$ cat src/rtl/sweep_mon_pkg.sv
// rtl/sweep_mon_pkg.sv - shared state encoding and signature step for the sweep monitor
package sweep_mon_pkg;

    typedef enum logic [1:0] {
        ST_IDLE  = 2'd0,
        ST_RUN   = 2'd1,
        ST_DONE  = 2'd2,
        ST_ERROR = 2'd3
    } mon_state_t;

    localparam int              SIG_W    = 16;
    localparam logic [SIG_W-1:0] SIG_POLY = 16'h1021;

    // One MISR step: CRC-16/CCITT-style shift, then fold in the response word.
    function automatic logic [SIG_W-1:0] sig_step(input logic [SIG_W-1:0] sig,
                                                  input logic [SIG_W-1:0] data);
        logic [SIG_W-1:0] shifted;
        shifted = {sig[SIG_W-2:0], 1'b0} ^ (sig[SIG_W-1] ? SIG_POLY : '0);
        return shifted ^ data;
    endfunction

endpackage

$ cat src/rtl/sweep_sig_misr.sv
// rtl/sweep_sig_misr.sv - 16-bit response signature register with seed load
module sweep_sig_misr
    import sweep_mon_pkg::*;
#(
    parameter logic [SIG_W-1:0] SEED = 16'hFFFF
) (
    input  logic             clk,
    input  logic             rst_n,
    input  logic             i_load,
    input  logic             i_en,
    input  logic [SIG_W-1:0] i_data,
    output logic [SIG_W-1:0] o_sig
);

    logic [SIG_W-1:0] r_sig;

    // Load outranks enable so a restart never folds in a same-cycle sample.
    always_ff @(posedge clk) begin
        if (!rst_n || i_load) begin
            r_sig <= SEED;
        end else if (i_en) begin
            r_sig <= sig_step(r_sig, i_data);
        end
    end

    assign o_sig = r_sig;

endmodule

$ cat src/rtl/sweep_response_monitor.sv
// rtl/sweep_response_monitor.sv - checks an in-order 0..2^WIDTH-1 sweep and signs the responses
module sweep_response_monitor
    import sweep_mon_pkg::*;
#(
    parameter int               WIDTH = 4,
    parameter logic [SIG_W-1:0] SEED  = 16'hFFFF
) (
    input  logic             clk,
    input  logic             rst_n,
    input  logic             start,
    input  logic             smp_valid,
    input  logic [WIDTH-1:0] smp_in,
    input  logic [WIDTH-1:0] smp_out,
    output logic             busy,
    output logic             done,
    output logic             err,
    output logic [WIDTH-1:0] err_index,
    output logic [WIDTH:0]   count,
    output logic [SIG_W-1:0] signature
);

    localparam logic [WIDTH:0] LAST = (WIDTH+1)'((1 << WIDTH) - 1);

    mon_state_t       r_state;
    // Accepted count and expected stimulus advance together, so one register serves both.
    logic [WIDTH:0]   r_count;
    logic [WIDTH-1:0] r_err_index;

    logic             w_run;
    logic             w_hit;
    logic             w_accept;
    logic             w_miss;
    logic [SIG_W-1:0] w_data;

    assign w_run    = (r_state == ST_RUN);
    assign w_hit    = ({1'b0, smp_in} == r_count);
    assign w_accept = w_run && !start && smp_valid && w_hit;
    assign w_miss   = w_run && !start && smp_valid && !w_hit;
    assign w_data   = SIG_W'(smp_out);

    always_ff @(posedge clk) begin
        if (!rst_n) begin
            r_state     <= ST_IDLE;
            r_count     <= '0;
            r_err_index <= '0;
        end else if (start) begin
            r_state     <= ST_RUN;
            r_count     <= '0;
            r_err_index <= '0;
        end else if (w_accept) begin
            r_count <= r_count + 1'b1;
            if (r_count == LAST) begin
                r_state <= ST_DONE;
            end
        end else if (w_miss) begin
            r_state     <= ST_ERROR;
            r_err_index <= r_count[WIDTH-1:0];
        end
    end

    sweep_sig_misr #(
        .SEED (SEED)
    ) u_misr (
        .clk    (clk),
        .rst_n  (rst_n),
        .i_load (start),
        .i_en   (w_accept),
        .i_data (w_data),
        .o_sig  (signature)
    );

    assign busy      = (r_state == ST_RUN);
    assign done      = (r_state == ST_DONE);
    assign err       = (r_state == ST_ERROR);
    assign err_index = r_err_index;
    assign count     = r_count;

endmodule
$ cat config.mk
export PLATFORM = sky130hd
export DESIGN_NAME = sweep_response_monitor
export DESIGN_NICKNAME = d
export VERILOG_FILES = /design/src/rtl/sweep_mon_pkg.sv /design/src/rtl/sweep_sig_misr.sv /design/src/rtl/sweep_response_monitor.sv
export SDC_FILE = /design/constraint.sdc
export NUM_CORES = 1
export LEC_CHECK = 0
export ABC_AREA = 1
export BUFFER_PORTS_ARGS = -buffer_cell sky130_fd_sc_hd__buf_2
export CAP_MARGIN = 30
export CORE_UTILIZATION = 44
export DETAILED_ROUTE_END_ITERATION = 6
export HOLD_SLACK_MARGIN = 0.12
export PLACE_DENSITY_LB_ADDON = 0.1
export SYNTH_ARGS = -nofsm -noshare
export SYNTH_HDL_FRONTEND = slang
export SYNTH_SLANG_ARGS = --single-unit
$ cat constraint.sdc
create_clock -name clk -period 1.5 [get_ports clk]
set_input_delay 0.15 -clock clk [delete_from_list [all_inputs] [get_ports clk]]
set_output_delay 0.15 -clock clk [all_outputs]
set_load 0.1 [all_outputs]
### After elaboration in Yosys (flattened, before gate mapping)

Index checks and enable logic that the tools add are counted.

* register bits: 27

* reduce and logical (&&, ||, !) cells: 14
* add/sub/neg operators: 1
* equal/unequal tests: 7
* bitwise operators: 4
* muxes and demuxes: 5

Operators by type and width (number)
* $xor 16x16->16: 1
* $xor 16x4->16: 1
* $mux 13: 1
* $mux 2: 3
* $reduce_and 2->1: 3
* $add 5x1->5 const B: 1
* $eq 4x5->1: 1
* $eq 5x4->1 const B: 1
* $eq 2x2->1 const B: 2
* $logic_and 1x1->1: 4
* $logic_not 1->1: 3
* $ne 3x3->1 const B: 1
* $reduce_bool 3->1: 1
* $eq 2x1->1 const B: 1
* $ne 2x2->1 const B: 1
* $not 1->1: 2
* $reduce_bool 2->1: 1
* $reduce_or 2->1: 1
* $logic_or 1x1->1: 1
* $mux 1: 1

### Logic depth before layout (Yosys ltp)

Gate-level depths: netlist (run 1).

* word-level depth: 7
* mapped depth: 11
* mapped depth without buffers: 9

### Modules after synthesis

From an unflattened synthesis (run 1), not the netlist that was laid out.

* cells, all modules: 203
* area, all modules: 1470.2 um2

Modules (own cells, without submodules)
* sweep_sig_misr: seq. area each 320.3 um2, cells an instance 102, area each 767.0 um2, times used 1
* sweep_response_monitor: seq. area each 220.2 um2, cells an instance 101, area each 703.2 um2, times used 1

### Least setup slack after synthesis (run 1)

No wires, ideal clock.

* path type: register -> register
* start: register r_count[2], in the netlist count[2]
* end: register u_misr.r_sig[15], in the netlist u_misr.o_sig[15]
* library setup time: 0.134 ns
* path buffers: 2
* arrival time: 1.929 ns
* stages on the path, launching flop included: 10
* period minus slack after synthesis: 2.063 ns
* path slack: -0.563 ns
* cell sequence: dfxtp_1 buf_6 nand2_1 nand2_2 nand2_2 nor2_4 nand3_4 buf_2 nand2_1 nand3_1

* cells in the longest elaborated chain, start to end: 2

Ends and longest elaborated chain
* start: declaration: line sweep_response_monitor.sv:26 `logic [WIDTH:0] r_count;`
* start signal: assignment: line sweep_response_monitor.sv:51 `r_count <= r_count + 1'b1;`
* $eq 4x5->1: line sweep_response_monitor.sv:36 `assign w_hit = ({1'b0, smp_in} == r_count);`
* $logic_and 1x1->1: line sweep_response_monitor.sv:37 `assign w_accept = w_run && !start && smp_valid && w_hit;`
* end signal: assignment: line sweep_sig_misr.sv:22 `r_sig <= sig_step(r_sig, i_data);`
* end: declaration: line sweep_sig_misr.sv:15 `logic [SIG_W-1:0] r_sig;`

Every way passes these cells.
A chain may end at the register's enable or synchronous reset.

### Worst setup path after layout (run 1)

* start: input start
* end: register u_misr.r_sig[0], in the netlist u_misr.o_sig[0]

* cells in the longest elaborated chain, start to end: 4

Ends and longest elaborated chain
* start: declaration: line sweep_response_monitor.sv:10 `input logic start,`
* $logic_not 1->1: line sweep_response_monitor.sv:37
* $logic_and 1x1->1 (3 in a row): line sweep_response_monitor.sv:37

Parallel ways exist; a longest one is shown, timed or not.

==> results of run 1 <==
timing repair:
item                                   CTS  global route
hold buffers                             6             0
setup endpoints to repair                0            22
gates resized for setup                  0             6
endpoints found under the hold margin    5             0
setup buffers                            0             4
worst reg2reg max path: cells and delay by family (launching register included):
family | cells | cell delay, ns
simple gates | 3 | 0.37
compound gates | 3 | 0.36
buf+inv | 1 | 0.18
flops | 1 | 0.38
registers in the layout (all words and copies together), names as in the netlist:
signal        cells
r_state           2
count             5
err_index         4
u_misr.o_sig     16
routing by layer:
| metal | track usage, % | wire (microns) |
|---|---|---|
| met2 | 31.3 | 1280 |
| met5 | 0 | 0 |
| met3 | 5.74 | 130 |
| met4 | 2.50 | 10 |
| met1 | 23.5 | 1230 |
path summary, 6_finish.rpt:
kind / from / to / slack (ns) / depth (start not counted)
min: smp_valid / r_state[1] / 0.25 / 5
max: start / u_misr.o_sig[0] / 0.09 / 9
min reg2reg: u_misr.o_sig[5] / u_misr.o_sig[6] / 0.49 / 2
max reg2reg: count[3] / u_misr.o_sig[0] / 0.11 / 7
final cells by class:
class	instances	area share [%]
inverters	18	4.19
well taps	30	2.33
clock inverters	1	0.388
flip-flops and latches	27	34.5
clock buffers	3	1.40
repair buffers	52	20.3
multi-input cells	114	36.9
power groups by stage:
stage               Clock, mW  Combinational [mW]  Sequential [mW]
CTS                     0.328               0.146            0.719
floorplan                   0              0.0749            0.756
global placement            0               0.132            0.734
global route            0.360               0.170            0.720
finish                  0.309               0.157            0.719
detailed placement          0               0.134            0.734
cells in the final DEF, fill, tap and decap left out, drive strengths merged:
cell type	netlist	layout
dlygate4sd3	0	6
and2	1	1
clkbuf	1	6
ha	2	2
o21ai	14	14
inv	17	18
a21oi	12	12
nand4	3	3
xor2	2	2
clkinv	1	1
xnor2	6	6
nand2	40	40
buf	4	43
dfxtp	27	27
nand3	14	14
nor2	20	20
stage by stage:
stage               hold slack [ns]  setup WS, ns
global route                  0.252       0.00530
finish                        0.249        0.0946
CTS                           0.244        0.0236
global placement              0.395         0.121
floorplan                     0.282       -0.0715
detailed placement            0.399        0.0765
kinds of logic after synthesis:
| group | Yosys count | share of synthesized area [%] |
|---|---|---|
| adder cells (fa/ha/maj) | 2 | 2.03 |
| buffers and inverters | 23 | 8.94 |
| XOR/XNOR | 8 | 5.69 |
| AND/OR/NAND/NOR | 78 | 28.9 |
| AO/OA/AOI/OAI | 26 | 10.6 |
| flip-flops | 27 | 43.9 |
==> results.cfg, run 1 <==
[power]
switchingPower_mw = 0.311
vdd_ir_drop_max_uv = 778
swShare_pct = 26.2
clkPwrFrac_pct = 26.1
power.density_nw_per_um2 = 734
power.leakage_nw = 0.760
p_int_mw = 0.874
seqPwrFrac_pct = 60.7
total_power_mw = 1.18
p_comb_share_pct = 13.2

[logic_synthesis]
ys_warn_count = 0
ys_seq_elements = 27
synth_area_per_cell_sq_um = 7.51
netlist.area_leader.share_pct = 43.9
synth_edf_count = 0
synth.area.top_cells = dfxtp_1 (44%), nand2_1 (11%), nor2_1 (5.5%)
syn-cell-area_sq_um = 1230
synth_flop_cell = dfxtp_1
synth_commonest_cells = nand2_1 (37), dfxtp_1 (27), nor2_1 (18)
syn-num-nets = 178
ys_seq_area_share_pct = 43.9
yosys.area.top_type = dfxtp_1
synth_most_common_cell = nand2_1
synth_cells = 164
synthDistinctLibCells = 23
synthArstFlopShare_pct = 0

[floorplan]
die_w_microns = 54.9
rows = 18
floorplan.initialDensity_pct = 48.0
dieArea_sq_um = 3010
boundaryPins = 40
core_sq_um = 2570
dieHeight_microns = 54.9

[grt]
grt-ovfl-total = 0
grt_pass1_vias = 956
grt_usage_pct = 18.5
grt_max_degree = 23
grt_first_pass_wirelength_microns = 3990
antenna_found_initial = 0

[clock_network]
root_buffer = clkbuf_4
clk_pin_slew_ns = 0.15
cts_buffers = 3
insertion_delay_ns = 0.32
clk_path_buf_depth = 2
h-tree-depth = 1
cts_tree = yes
cts_sinks = 27

[sta]
fin_setup_tns_ns = 0
relSlewSlack_pct = 67.9
max_freq_mhz = 712
rsz0062_at_grt = false
setup_viol = 0
hold_viol = 0
tightest_slew_ns = 0.485
fin_crit_sh_pct = 93.7
final_max_slew_viol_count = 0
fin_skew_ns = 0.0141
fin_crit_ns = 1.41

[detailed_routing]
via_per_inst = 4.83
drt-total-wl_microns = 2650
vias = 1183
avgRoutedWirePerCell_microns = 10.8
drtAntennaViolNets = 0
drc_errors = 0
drt_pass1_iterations = 4
drt_iter0_drc = 21

[finish]
final_util_pct = 62.9
nNetsFinal = 230
n_antenna_cell = 0
fillCellCount = 247
area_delta_synth_final_pct = 31.1
design_area_sq_um = 1610
drive_above_1_share_pct = 32.1
seqCellArea_sq_um = 557
fin_cells = 245
multi_input_area_sq_um = 596

[worst_setup_path]
critPathMaxStageDelay_ns = 0.53
slowest_stage = dlygate4sd3_1
critPathCaptureType = flop
arrival_ns = 1.62
crit_type = in2reg
critPathMaxFanout = 22
path_delay_family = buffers and inverters
crit_chain = dlygate4sd3_1, buf_2, inv_1, nand2_2, nor2_4, nand3_4, buf_12, a21oi_1, o21ai_1
crit_path_start_kind = input pin
cp.required_ns = 1.72
path_buf_inv = 4

[placement]
io_buffer_count = 39
place_hpwl_microns = 1910
placed_cells = 231
post_dp_cell_area_sq_um = 1480
place_congestion = 0.841

[status]
status = complete, no violations

[flow_run]
maxCapViolCount = 0

[min_path]
worst_hold_path_type = in2reg
(Power assumes the default switching activity.)
==> run 2, diff against run 1 <==
- ABC_AREA: 1 -> default
==> results.cfg, run 2 <==
[status]
status = finished with violations
violations = negative setup slack

[power]
p_int_mw = 0.864
swShare_pct = 24.9
vdd_ir_drop_max_uv = 537
total_power_mw = 1.15
power.density_nw_per_um2 = 667
seqPwrFrac_pct = 62.1
p_comb_share_pct = 11.3
clkPwrFrac_pct = 26.6
switchingPower_mw = 0.286
power.leakage_nw = 0.682

[floorplan]
dieHeight_microns = 56.1
rows = 19
dieArea_sq_um = 3140
floorplan.initialDensity_pct = 46.6
die_w_microns = 56.1
core_sq_um = 2760
boundaryPins = 40

[placement]
io_buffer_count = 39
place_hpwl_microns = 2110
place_congestion = 0.796

[sta]
final_max_slew_viol_count = 0
setup_viol = 19
rsz0062_at_grt = true
fin_crit_ns = 1.63
hold_viol = 0
relSlewSlack_pct = 67.5
tightest_slew_ns = 0.490
fin_crit_sh_pct = 109
hold-worst-slack_ns = 0.158
max_freq_mhz = 612
setup_slack_ns = -0.133
fin_setup_tns_ns = -1.00
fin_skew_ns = 0.00482

[clock_network]
clk_path_buf_depth = 2
insertion_delay_ns = 0.32
h-tree-depth = 1
root_buffer = clkbuf_4
cts_tree = yes
cts_sinks = 27
cts_buffers = 3
clk_pin_slew_ns = 0.14

[worst_setup_path]
crit_type = reg2reg
cp.required_ns = 1.76
arrival_ns = 1.89
critPathMaxFanout = 4
critPathCaptureType = flop
crit_path_start_kind = flop

[logic_synthesis]
netlist.area_leader.share_pct = 42.0
synth_edf_count = 0
synthDistinctLibCells = 32
synth_flop_cell = dfxtp_1
synth.area.top_cells = dfxtp_1 (42%), mux2i_1 (10%), nor2_1 (5.8%)
synthArstFlopShare_pct = 0
yosys.area.top_type = dfxtp_1
synth_most_common_cell = dfxtp_1
synth_area_per_cell_sq_um = 8.99
syn-cell-area_sq_um = 1290
synth_cells = 143
syn-num-nets = 157
ys_warn_count = 0
ys_seq_elements = 27
ys_seq_area_share_pct = 42.0
synth_commonest_cells = dfxtp_1 (27), nor2_1 (20), mux2i_1 (13)

[finish]
mostFrequentLayoutCells = buf_2 (36), dfxtp_1 (20), nor2_1 (19)
nNetsFinal = 211
n_antenna_cell = 0
final_common_cell = buf_2
largest_reg_flops = 16
area_delta_synth_final_pct = 33.9
drive_above_1_share_pct = 40.3
fillCellCount = 260

[flow_run]
maxCapViolCount = 0

[detailed_routing]
via_per_inst = 5.27
drtAntennaViolNets = 0
drt-total-wl_microns = 2800
drt_pass1_iterations = 4
vias = 1197
avgRoutedWirePerCell_microns = 12.3
drt_iter0_drc = 20
drc_errors = 0

[grt]
grt_first_pass_wirelength_microns = 4840
grt_max_degree = 21
grt-ovfl-total = 0
grt_pass1_vias = 1151
grt_usage_pct = 18.8
antenna_found_initial = 0

[min_path]
worst_hold_path_type = in2reg
-- run 2: cell count changes after synthesis, sizes merged, moves of 6 or more --
| cell | previous run | this run |
|---|---|---|
| o21ai | 14 | 7 |
| nand2 | 40 | 9 |
| inv | 17 | 1 |
| and3 | 0 | 6 |
| nand3 | 14 | 3 |
| mux2i | 0 | 13 |
-- run 2: worst max-delay path, stage by stage (launching register included) --
cell	delay, ns
dfxtp_2	0.35
nand4bb_1	0.19
or3_4	0.44
or4_4	0.49
a21oi_2	0.12
-- run 2: power by group through the flow --
| stage | clock (mW) | sequential, mW | combinational, mW |
|---|---|---|---|
| floorplan | 0 | 0.733 | 0.0706 |
| global placement | 0 | 0.729 | 0.117 |
| detailed placement | 0 | 0.730 | 0.120 |
| CTS | 0.328 | 0.714 | 0.127 |
| global route | 0.345 | 0.715 | 0.141 |
| finish | 0.305 | 0.714 | 0.130 |
-- run 2: cell type report --
cell class              instances  area [sq um]  share of cell area (%)
clock buffers                   3          22.5                    1.31
clock inverters                 1          5.00                   0.290
inverters                       1          3.75                   0.218
multi-input cells             107           738                    42.8
flip-flops and latches         27           559                    32.5
well taps                      31          38.8                    2.25
repair buffers                 57           355                    20.6
-- run 2: logic make-up (layout without fill, tap and decap cells) --
family | Yosys count | count (layout) | share of synthesized area (%)
compound gates | 27 | 27 | 13.9
xor+xnor | 10 | 10 | 6.81
fa+ha+maj | 2 | 2 | 1.95
buf+inv | 9 | 62 | 3.79
flops | 27 | 27 | 42.0
mux | 13 | 13 | 10.1
simple gates | 55 | 55 | 21.4
-- run 2: through the flow --
step	std cells	setup slack (ns)	instance area [sq um]	util (%)
4_1_cts	227	-0.131	1700	61.6
2_1_floorplan	143	-0.291	1310	-
6_report	227	-0.133	1720	62.5
5_1_grt	227	-0.199	1720	62.5
3_3_place_gp	221	-0.0875	1630	59.2
3_5_place_dp	221	-0.116	1630	59.2
-- run 2: layer usage --
metal  global-route usage, %  share of wire, %  up-vias
met5                       0                 0        -
met4                    5.57              0.29        0
met3                    3.26               3.5        2
met2                    33.2                50       23
met1                    23.3                46      562
li1                        -                 -      610
-- run 2: repair_timing --
action,CTS,global route
gates resized for setup,6,10
setup buffers,0,0
endpoints found under the hold margin,1,0
pin swaps,1,2
setup endpoints to repair,23,26
hold buffers,2,0
-- run 2: final timing paths --
path                      from         endpoint  slack [ns]  cells after the start
setup / recovery    r_state[1]         count[3]       -0.13                      4
hold / removal      smp_out[3]  u_misr.o_sig[3]        0.16                      4
hold reg to reg   err_index[3]     err_index[3]        0.52                      2
setup reg to reg    r_state[1]         count[3]       -0.13                      4
==> run 3, diff against run 2 <==
- CELL_PAD_IN_SITES_DETAIL_PLACEMENT: default -> 1
- CELL_PAD_IN_SITES_GLOBAL_PLACEMENT: default -> 2
- CORE_UTILIZATION: 44 -> 29
- REMOVE_ABC_BUFFERS: default -> 1
==> results.cfg, run 3 (synthesized netlist as in run 2, its figures left out) <==
[status]
status = finished with violations
violations = negative setup slack

[sta]
fin_skew_ns = 0.00236
relSlewSlack_pct = 67.4
hold_viol = 0
rsz0062_at_grt = true
setup_viol = 16
fin_setup_tns_ns = -0.965
fin_crit_sh_pct = 110
setup_slack_ns = -0.149
max_freq_mhz = 606
fin_crit_ns = 1.65
final_max_slew_viol_count = 0
tightest_slew_ns = 0.493

[clock_network]
h-tree-depth = 1
cts_buffers = 3
clk_path_buf_depth = 2
cts_tree = yes
cts_hold_buf = 0
clk_pin_slew_ns = 0.10
root_buffer = clkbuf_8
cts_sinks = 27
insertion_delay_ns = 0.27

[finish]
area_delta_synth_final_pct = 44.2
design_area_sq_um = 1850
final_common_cell = buf_2
nNetsFinal = 215
final_util_pct = 45.1
mostFrequentLayoutCells = buf_2 (36), dfxtp_1 (24), nor2_1 (20)
largest_reg_flops = 16
fin_cells = 250
drive_above_1_share_pct = 43.0
n_antenna_cell = 0

[floorplan]
core_sq_um = 4120
boundaryPins = 40
dieHeight_microns = 68.6
rows = 23
die_w_microns = 68.6
dieArea_sq_um = 4710
floorplan.initialDensity_pct = 31.3

[detailed_routing]
vias = 1255
via_per_inst = 5.02
drt_pass1_iterations = 4
drt-total-wl_microns = 3690
avgRoutedWirePerCell_microns = 14.8
drt_iter0_drc = 45
drc_errors = 0
drtAntennaViolNets = 0

[grt]
grt_usage_pct = 16.8
grt_first_pass_wirelength_microns = 5890
grt-ovfl-total = 0
antenna_found_initial = 0
grt_max_degree = 21
grt_pass1_vias = 1266

[flow_run]
maxCapViolCount = 0

[worst_setup_path]
r2r-end = count[3]
cp.required_ns = 1.71
critPathCaptureType = flop
r2r_slack_ns = -0.15
critPathMaxFanout = 5
r2r-start = r_state[1]
arrival_ns = 1.86
crit_type = reg2reg
crit_end = count[3]
crit_path_start_kind = flop
rr_worst_depth = 4
crit_start = r_state[1]

[placement]
placed_cells = 242
place_congestion = 0.768
post_dp_cell_area_sq_um = 1650
place_hpwl_microns = 2620
io_buffer_count = 39

[power]
power.density_nw_per_um2 = 699
vdd_ir_drop_max_uv = 364
power.leakage_nw = 0.718

[min_path]
worst_hold_path_type = in2reg
hp-start = rst_n
-- run 3: cell count changes in the layout (fill, tap and decap cells not counted), moves of 3 or more --
cell | previous run | this run
dfxtp_1 | 20 | 24
clkbuf_8 | 0 | 3
dfxtp_4 | 4 | 0
o21ai_0 | 6 | 3
buf_6 | 0 | 4
nor3_1 | 4 | 0
-- run 3: cell type report --
cell class | count | area, sq um
fillers | 494 | 2260
multi-input cells | 107 | 800
clock inverters | 1 | 7.51
repair buffers | 61 | 395
inverters | 1 | 3.75
well taps | 50 | 62.6
clock buffers | 3 | 41.3
flip-flops and latches | 27 | 544
-- run 3: layer usage --
layer | track usage [%] | routed length, microns | vias to the layer above
li1 | - | - | 618
met1 | 19.8 | 1550 | 614
met2 | 31.4 | 2020 | 21
met3 | 1.97 | 103 | 2
met4 | 4.95 | 21 | 0
met5 | 0 | 0 | -
-- run 3: how the worst min path moves through the flow --
stage / endpoint / slack, ns / cells after the start
after floorplan: r_state[0] / 0.27 / 1
after global placement: r_state[0] / 0.43 / 3
after detailed placement: r_state[0] / 0.44 / 3
after CTS: r_state[0] / 0.15 / 3
after global routing: r_state[0] / 0.18 / 3
final: r_state[0] / 0.15 / 3
-- run 3: timing repair --
action,CTS,global route
resized for setup,11,24
endpoints found under the hold margin,0,0
setup buffers,2,2
endpoints found under the setup margin,21,28
pin swaps,4,8
-- run 3: critical path, cell delays in order, from the launching register on --
cell       delay (ns)
dfxtp_2          0.33
nand4bb_4        0.21
or3_4            0.42
or4_4            0.50
a21oi_2          0.13
-- run 3: through the flow --
step	hold slack, ns	power, mW	setup WS [ns]
floorplan	0.271	0.804	-1.07
global placement	0.432	0.856	-0.112
detailed placement	0.441	0.860	-0.168
CTS	0.145	1.30	-0.130
global route	0.176	1.35	-0.191
finish	0.152	1.30	-0.149
-- run 3: power breakdown --
group	total [mW]	internal [mW]	leakage (nW)	switching [mW]
registers	0.722	0.719	0.220	0.00264
clock network	0.428	0.189	0.0217	0.240
logic	0.145	0.0583	0.477	0.0872
